$ cat src/rtl/spi_slave_pkg.sv
// Shared SPI definitions: spcon bit positions and slave state encoding.
// The master-side register map imports this package as well.
package spi_slave_pkg;
   localparam int SPCON_EN   = 0;
   localparam int SPCON_CPHA = 1;
   localparam int SPCON_CPOL = 2;

   typedef enum logic {
      ST_IDLE   = 1'b0,
      ST_ACTIVE = 1'b1
   } spi_state_e;
endpackage

$ cat src/rtl/spi_sync.sv
// Flop-chain synchronizer for one asynchronous input with a selectable reset value.
module spi_sync #(
   parameter int   STAGES  = 2,
   parameter logic RST_VAL = 1'b0
) (
   input  logic clk,
   input  logic rst_n,
   input  logic d,
   output logic q
);
   logic [STAGES-1:0] ff;

   always_ff @(posedge clk or negedge rst_n) begin
      if (!rst_n) ff <= {STAGES{RST_VAL}};
      else        ff <= {ff[STAGES-2:0], d};
   end

   assign q = ff[STAGES-1];
endmodule

$ cat src/rtl/spi_slave.sv
// SPI slave, all four modes, oversampling sck/ssn/mosi in the clk domain.
// Full-duplex MSB-first byte shifting with continuous-byte support while ssn stays low.
module spi_slave
   import spi_slave_pkg::*;
#(
   parameter int SYNC_STAGES = 2
) (
   input  logic       clk,
   input  logic       rst_n,
   input  logic [7:0] spcon,
   input  logic [7:0] data_s,
   output logic [7:0] data_r_s,
   output logic       rx_valid,
   output logic       busy,
   input  logic       sck,
   input  logic       ssn,
   input  logic       mosi,
   output logic       miso,
   output logic       miso_oe
);
   logic sck_s, ssn_s, mosi_s, sck_d;
   spi_state_e state_q, state_d;
   logic       cpol_q, cpha_q, reload_q, armed_q;
   logic [2:0] cnt_q;
   logic [6:0] rx_sr;
   logic [7:0] tx_sr;
   logic [SYNC_STAGES-1:0] settle_q;
   logic enable, lead, trail, sample, shift, enter, stay;
   logic unused_spcon;

   spi_sync #(.STAGES(SYNC_STAGES), .RST_VAL(1'b0)) u_sync_sck
      (.clk(clk), .rst_n(rst_n), .d(sck), .q(sck_s));
   spi_sync #(.STAGES(SYNC_STAGES), .RST_VAL(1'b1)) u_sync_ssn
      (.clk(clk), .rst_n(rst_n), .d(ssn), .q(ssn_s));
   spi_sync #(.STAGES(SYNC_STAGES), .RST_VAL(1'b0)) u_sync_mosi
      (.clk(clk), .rst_n(rst_n), .d(mosi), .q(mosi_s));

   assign enable       = spcon[SPCON_EN];
   assign unused_spcon = ^spcon[7:3];

   // Leading edge leaves the idle level cpol, trailing edge returns to it.
   assign lead   = (sck_s != sck_d) && (sck_d == cpol_q);
   assign trail  = (sck_s != sck_d) && (sck_d != cpol_q);
   assign sample = cpha_q ? trail : lead;
   assign shift  = cpha_q ? lead  : trail;
   assign enter  = (state_q == ST_IDLE)   && (state_d == ST_ACTIVE);
   assign stay   = (state_q == ST_ACTIVE) && (state_d == ST_ACTIVE);

   assign busy    = (state_q == ST_ACTIVE);
   assign miso_oe = busy;

   always_comb begin
      state_d = state_q;
      case (state_q)
         ST_IDLE:   if (enable && !ssn_s && armed_q) state_d = ST_ACTIVE;
         ST_ACTIVE: if (ssn_s || !enable)            state_d = ST_IDLE;
      endcase
   end

   // After reset the synchronizers must flush and ssn must be seen high,
   // so a select still held low from before the reset is not taken as a new frame.
   always_ff @(posedge clk or negedge rst_n) begin
      if (!rst_n) begin
         state_q  <= ST_IDLE;
         sck_d    <= 1'b0;
         settle_q <= '0;
         armed_q  <= 1'b0;
      end else begin
         state_q  <= state_d;
         sck_d    <= sck_s;
         settle_q <= {settle_q[SYNC_STAGES-2:0], 1'b1};
         armed_q  <= armed_q | (settle_q[SYNC_STAGES-1] & ssn_s);
      end
   end

   always_ff @(posedge clk or negedge rst_n) begin
      if (!rst_n) begin
         cpol_q   <= 1'b0;
         cpha_q   <= 1'b0;
         cnt_q    <= 3'd0;
         reload_q <= 1'b0;
         rx_sr    <= 7'd0;
         tx_sr    <= 8'd0;
         data_r_s <= 8'd0;
         rx_valid <= 1'b0;
         miso     <= 1'b0;
      end else begin
         rx_valid <= 1'b0;
         if (enter) begin
            cpol_q   <= spcon[SPCON_CPOL];
            cpha_q   <= spcon[SPCON_CPHA];
            cnt_q    <= 3'd0;
            reload_q <= 1'b0;
            if (!spcon[SPCON_CPHA]) begin
               miso  <= data_s[7];
               tx_sr <= {data_s[6:0], 1'b0};
            end else begin
               miso  <= 1'b0;
               tx_sr <= data_s;
            end
         end else if (stay) begin
            if (sample) begin
               rx_sr <= {rx_sr[5:0], mosi_s};
               cnt_q <= cnt_q + 3'd1;
               if (cnt_q == 3'd7) begin
                  data_r_s <= {rx_sr, mosi_s};
                  rx_valid <= 1'b1;
                  reload_q <= 1'b1;
               end
            end
            // The first shift after a completed byte starts the next byte from data_s.
            if (shift) begin
               if (reload_q) begin
                  miso     <= data_s[7];
                  tx_sr    <= {data_s[6:0], 1'b0};
                  reload_q <= 1'b0;
               end else begin
                  miso  <= tx_sr[7];
                  tx_sr <= {tx_sr[6:0], 1'b0};
               end
            end
         end else if (state_q == ST_ACTIVE) begin
            miso     <= 1'b0;
            cnt_q    <= 3'd0;
            reload_q <= 1'b0;
         end
      end
   end
endmodule

$ cat config.mk
export PLATFORM = sky130hd
export DESIGN_NAME = spi_slave
export DESIGN_NICKNAME = d
export VERILOG_FILES = /design/src/rtl/spi_slave_pkg.sv /design/src/rtl/spi_sync.sv /design/src/rtl/spi_slave.sv
export SDC_FILE = /design/constraint.sdc
export NUM_CORES = 1
export LEC_CHECK = 0
export BUFFER_PORTS_ARGS = -buffer_cell sky130_fd_sc_hd__buf_2
export CORE_MARGIN = 2
export CORE_UTILIZATION = 58
export CTS_CLUSTER_DIAMETER = 50
export DETAILED_ROUTE_END_ITERATION = 16
export PLACE_DENSITY_LB_ADDON = 0.3
export SLEW_MARGIN = 10
export SYNTH_ARGS = -nofsm -noshare
export SYNTH_HDL_FRONTEND = slang
export SYNTH_SLANG_ARGS = --single-unit
$ cat constraint.sdc
create_clock -name clk -period 5.6 [get_ports clk]
set_input_delay 1.12 -clock clk [delete_from_list [all_inputs] [get_ports clk]]
set_output_delay 1.12 -clock clk [all_outputs]
set_load 0.01 [all_outputs]
## After elaboration in Yosys (flattened, before gate mapping)

Index checks and enable logic that the tools add are counted.

- $add $sub $neg: 1
- Eq/ne operators: 6
- Muxes and demuxes: 30
- Bitwise logic cells: 4
- Reduce and logical (&&, ||, !) cells: 17

Operator list:

| kind | count |
|---|---|
| $mux 8 | 5 |
| $mux 1 | 20 |
| $mux 3 | 4 |
| $logic_and 1x1->1 | 6 |
| $ne 3x3->1 const B | 2 |
| $reduce_and 2->1 | 3 |
| $reduce_and 4->1 | 1 |
| $reduce_bool 2->1 | 2 |
| $add 3x1->3 const B | 1 |
| $eq 3x3->1 const B | 1 |
| $reduce_and 3->1 | 1 |
| $reduce_bool 3->1 | 1 |
| $logic_not 1->1 | 2 |
| $ne 1x1->1 | 2 |
| $not 1->1 | 2 |
| $pmux 1 s2 | 1 |
| $and 1x1->1 | 1 |
| $eq 1x1->1 | 1 |
| $logic_or 1x1->1 | 1 |
| $or 1x1->1 | 1 |

- Register bits after elaboration: 42
- Input bits: 21
- Output and inout bits: 12

## Depth between registers and ports, before layout

- Word-level depth: 8
- Depth in mapped cells: 5
- Depth with buffers taken out: 4

## Cells and area by module

Synthesis repeated with hierarchy kept, for this count alone.

- Cells, all modules: 134
- Area, all modules: 1,766.7 µm²

Modules (own cells, without submodules):

| module | instances | cells each | area each (µm²) |
|---|---|---|---|
| spi_slave | 1 | 128 | 1,614.0 |
| spi_sync at u_sync_mosi ... | 2 | 2 | 50.0 |
| spi_sync at u_sync_ssn | 1 | 2 | 52.6 |

## Least setup slack after synthesis

OpenSTA, ideal clock, no wires.

- Path type: input-to-reg
- From: input port spcon[0]
- To: register data_r_s[0]
- Data arrival time: 2.015 ns
- Slack: 3.461 ns
- Stages: 4
- Cells stage by stage: nand3b_1 > nor3b_2 > buf_6 > mux2_2

- Word-level cells in the longest chain between the ends: 7
- Elaborated cells between the ends (all ways): 11

Ends and longest elaborated chain:

| what | RTL line | RTL |
|---|---|---|
| from (decl) | spi_slave.sv:10 | `input logic [7:0] spcon,` |
| $logic_not 1->1 or $logic_and 1x1->1 (tied branches) | spi_slave.sv:56, spi_slave.sv:55 |  |
| $logic_or 1x1->1 or $logic_and 1x1->1 (tied branches) | spi_slave.sv:56, spi_slave.sv:55 |  |
| $mux 1, on equally long branches | spi_slave.sv:56, spi_slave.sv:55 |  |
| $pmux 1 s2 * | spi_slave.sv:54 | `case (state_q)` |
| $logic_and 1x1->1 | spi_slave.sv:46 | `assign enter = (state_q == ST_IDLE) && (state_d == ST_ACTIVE);` |
| $not 1->1 (no source line) | n/a |  |
| $reduce_and 4->1 (no source line) * | n/a |  |
| to (signal assigned) | spi_slave.sv:106 | `data_r_s <= {rx_sr, mosi_s};` |
| to (decl) | spi_slave.sv:12 | `output logic [7:0] data_r_s,` |

Every way passes the cells marked *; elsewhere a longest branch is shown, timed or not.
A chain may end at the register's enable or synchronous reset.

## Worst setup path in the final report

- From: input port spcon[0]
- To: register tx_sr[6]

- Word-level cells in the longest chain between the ends: 7
- Elaborated cells between the ends (all ways): 13

Ends and longest elaborated chain:

| what | RTL line | RTL |
|---|---|---|
| $logic_not 1->1 or $logic_and 1x1->1 (tied branches) | spi_slave.sv:56, spi_slave.sv:55 |  |
| $logic_or 1x1->1 or $logic_and 1x1->1 (tied branches) | spi_slave.sv:56, spi_slave.sv:55 |  |
| $mux 1, on equally long branches | spi_slave.sv:56, spi_slave.sv:55 |  |
| $pmux 1 s2 * | spi_slave.sv:54 |  |
| $logic_and 1x1->1, on equally long branches | spi_slave.sv:46, spi_slave.sv:47 |  |
| $reduce_bool 2->1 (no source line) | n/a |  |
| $reduce_and 2->1 (no source line) | n/a |  |
| to (signal assigned) | spi_slave.sv:96 | `tx_sr <= {data_s[6:0], 1'b0};` |
| to (signal assigned) | spi_slave.sv:99 | `tx_sr <= data_s;` |
| to (signal assigned) | spi_slave.sv:115 | `tx_sr <= {data_s[6:0], 1'b0};` |
| to (decl) | spi_slave.sv:26 | `logic [7:0] tx_sr;` |

Marks and branches as above.

==> flow_metrics.tcl <==
set metrics [dict create \
    grt_pass1_wl_mm 4.68 \
    dp.cells 189 \
    min_from "settle_q[0]$_DFF_PN0_" \
    cp.required_ns 5.87 \
    clk_pin_slew_ns 0.12 \
    cts_buffers 5 \
    start_kind "input pin" \
    yosysTopAreaCellShare_pct 56.3 \
    worstReg2RegEnd "data_r_s[1]$_DFFE_PN0P_" \
    fin_util_pct 67.1 \
    drt_iter0_markers 58 \
    worst-r2r-cell-count 4 \
    grt_max_degree 43 \
    firstDrtPassIters 4 \
    internal-power_uw 484 \
    rr_startpoint "cpol_q$_DFFE_PN0P_" \
    cp_max_fo 14 \
    worst-setup-path-type "in -> reg" \
    synth_flop_cell "dfrtp_1" \
    wl_mm 2.84 \
    r2r_setup_slack_ns 3.38 \
    maxSlewHeadroom_pct 40.4 \
    peakVddDrop_mv 0.172 \
    cts_tree "built" \
    tightestPinTransition_ns 0.894 \
    grt_pass1_vias 1088 \
    layout.nets 186 \
    yosys_warnings 0 \
    layout.cells.non_filler 197 \
    endpoint_kind "flip-flop" \
    overflow 0 \
    initial_core_util_pct 59.7 \
    antenna_found_initial 0 \
    worst_ep_arrival_time_ns 2.55 \
    port_buffers 27 \
    synth_area_mm2 0.00178 \
    rsz0062_at_grt "false" \
    p_clk_share_pct 29.0 \
    synth-compound-area-share_pct 6.19 \
    vias_per_cell 5.53 \
    yosysSeqAreaShare_pct 59.2 \
    sw_frac_of_total_pct 25.3 \
    synth-seq-cells 42 \
    synth_top_family_by_area "multiplexers" \
    drive_gt1_share_pct 34.8 \
    die-area_mm2 0.00353 \
    area_delta_synth_final_pct 12.3 \
    synth_fa_ha_area_share_pct 1.41 \
    setup_violations 0 \
    skew_ns 0.0112 \
    synth_xor_area_share_pct 0.492 \
    muxShareOfSynthArea_pct 18.9 \
    finalMaxSlewViolations 0 \
    timing.final.crit_period_ns 2.28 \
    syn_inst 134 \
    synth_area_leader_cell "dfrtp_1" \
    die_w_um 59.4 \
    place_worst_setup_slack_ns 2.90 \
    holdPathStages 0 \
    hold_end "settle_q[1]$_DFF_PN0_" \
    synth_edf_count 0 \
    placed_area_mm2 0.00192 \
    synthArstFlopShare_pct 100 \
    total_switching_power_uw 164 \
    clock_latency_ns 0.35 \
    tns_ns 0 \
    p_comb_share_pct 15.2 \
    cts_resized 0 \
    vias 1090 \
    antennaDiodeCount 0 \
    fin_ws_ns 3.32 \
    power.density_mw_per_mm2 324 \
    ios 33 \
    drc 0 \
    postCtsSetupBuffers 0 \
    postRouteAntennaNets 0 \
    clockRootBuffer "clkbuf_4" \
    design_area_mm2 0.00200 \
    leakagePower_nw 1.02 \
    track_usage_pct 18.5 \
    place_congestion 0.777 \
    yosys.area_share.simple_pct 8.79 \
    core_area_mm2 0.00298 \
    cts-hold-fix-buffers 0 \
    final_hold_viol_count 0 \
    ys_top_cells_by_area "dfrtp_1, mux2_2, mux2i_1, o221ai_1, dfstp_2" \
    die_h_um 59.4 \
    clock_path_buffers 2 \
    num_rows 20 \
    period_share_pct 40.7 \
    syn_avg_cell_area_um2 13.3 \
    fmax_mhz 438 \
    max_cap_violations 0 \
    dp_hpwl_mm 2.01 \
    avgRoutedWirePerCell_um 14.4 \
    h-tree-depth 2 \
    synth.net_count 157 \
    outcome "finished, final reports clean" \
    ys_types 31 \
    p_seq_share_pct 55.8 \
    clock_sinks 42 \
    hold_class "reg -> reg" \
]
-- state kept, by name, summed over array words and instances (netlist names), 2 cells and up --
register	count
tx_sr	8
cnt_q	3
data_r_s	8
settle_q	2
rx_sr	7
u_sync_sck.ff	2
u_sync_ssn.ff	2
u_sync_mosi.ff	2
-- worst max-delay path by stage --
stage | startpoint | end | cells after the start
2_1_floorplan | spcon[0] | data_r_s[0]$_DFFE_PN0P_ | 4
3_3_place_gp | spcon[0] | data_r_s[2]$_DFFE_PN0P_ | 4
3_5_place_dp | spcon[0] | data_r_s[0]$_DFFE_PN0P_ | 4
4_1_cts | spcon[0] | data_r_s[1]$_DFFE_PN0P_ | 4
5_1_grt | spcon[0] | data_r_s[7]$_DFFE_PN0P_ | 4
6_report | spcon[0] | tx_sr[6]$_DFFE_PN0P_ | 5
-- through the flow --
stage	power (mW)	hold WS [ns]
after global routing	0.685	0.372
after global placement	0.458	0.333
after detailed placement	0.468	0.335
after CTS	0.655	0.362
after floorplan	0.434	0.331
final	0.648	0.361
-- Yosys cell counts, drive strengths merged (2+ instances only) --
| library cell | count |
|---|---|
| a21oi | 2 |
| buf | 4 |
| dfrtp | 40 |
| dfstp | 2 |
| ha | 2 |
| inv | 14 |
| mux2 | 18 |
| mux2i | 13 |
| nand2 | 5 |
| nand2b | 3 |
| nor2 | 3 |
| o21ai | 2 |
| o221ai | 7 |
| or3 | 7 |
-- placed cells by master, fill, tap and decap left out --
cell type	n
o221ai_1	7
bufinv_16	1
or2b_1	1
dfstp_2	2
buf_2	27
mux2_4	1
ha_1	2
o21a_1	1
clkbuf_1	2
inv_1	14
a31oi_1	1
nand2b_2	1
a21o_1	1
mux2i_1	13
o21ai_0	2
nor3b_2	1
and4bb_2	1
xor2_1	1
clkbuf_4	5
nor2_1	2
a21boi_0	1
dfrtp_1	40
nand2b_1	2
conb_1	1
nand3_1	1
or3_1	7
nor2_8	1
nand2_1	5
nand3b_1	1
mux2_2	17
a21oi_1	2
-- cell type report --
cell class,instances,area [µm²]
Sequential cell,42,1050
Fill cell,228,980
Multi-Input combinational cell,73,641
Timing Repair Buffer,27,135
Inverter,14,52.6
Clock buffer,7,45.0
Tap cell,33,41.3
Clock inverter,1,30.0
-- worst max-delay path: stages --
cell,delay (ns)
buf_2,0.10
and4bb_2,0.40
mux2i_1,0.56
o221ai_1,0.19
mux2i_1,0.17
-- power by group through the flow --
stage          logic (mW)  clock network (mW)  registers [mW]
2_1_floorplan      0.0745                   0           0.360
3_3_place_gp       0.0956                   0           0.363
3_5_place_dp        0.100                   0           0.367
4_1_cts             0.101               0.193           0.361
5_1_grt             0.114               0.204           0.366
6_report           0.0985               0.188           0.361
-- cell families (layout without fill, tap and decap cells) --
family	after synthesis	in the layout
DFF	42	42
muxes	31	31
and+or+nand+nor	23	23
buffers and inverters	19	49
AOI/OAI and AO/OA	15	15
adders and majority gates	2	2
other	1	1
xor gates and xnor gates	1	1
-- routing by layer --
metal  vias to the layer above  share of wire, %  routed length, µm  track usage, %
li1                        523                 -                  -               -
met1                       537                43               1210            20.6
met2                        24                51               1440            31.9
met3                         6               5.1                146            6.77
met4                         0               1.7                 47            7.14
met5                         -                 0                  0               0
Note: power is estimated with default switching activity, not from simulation.
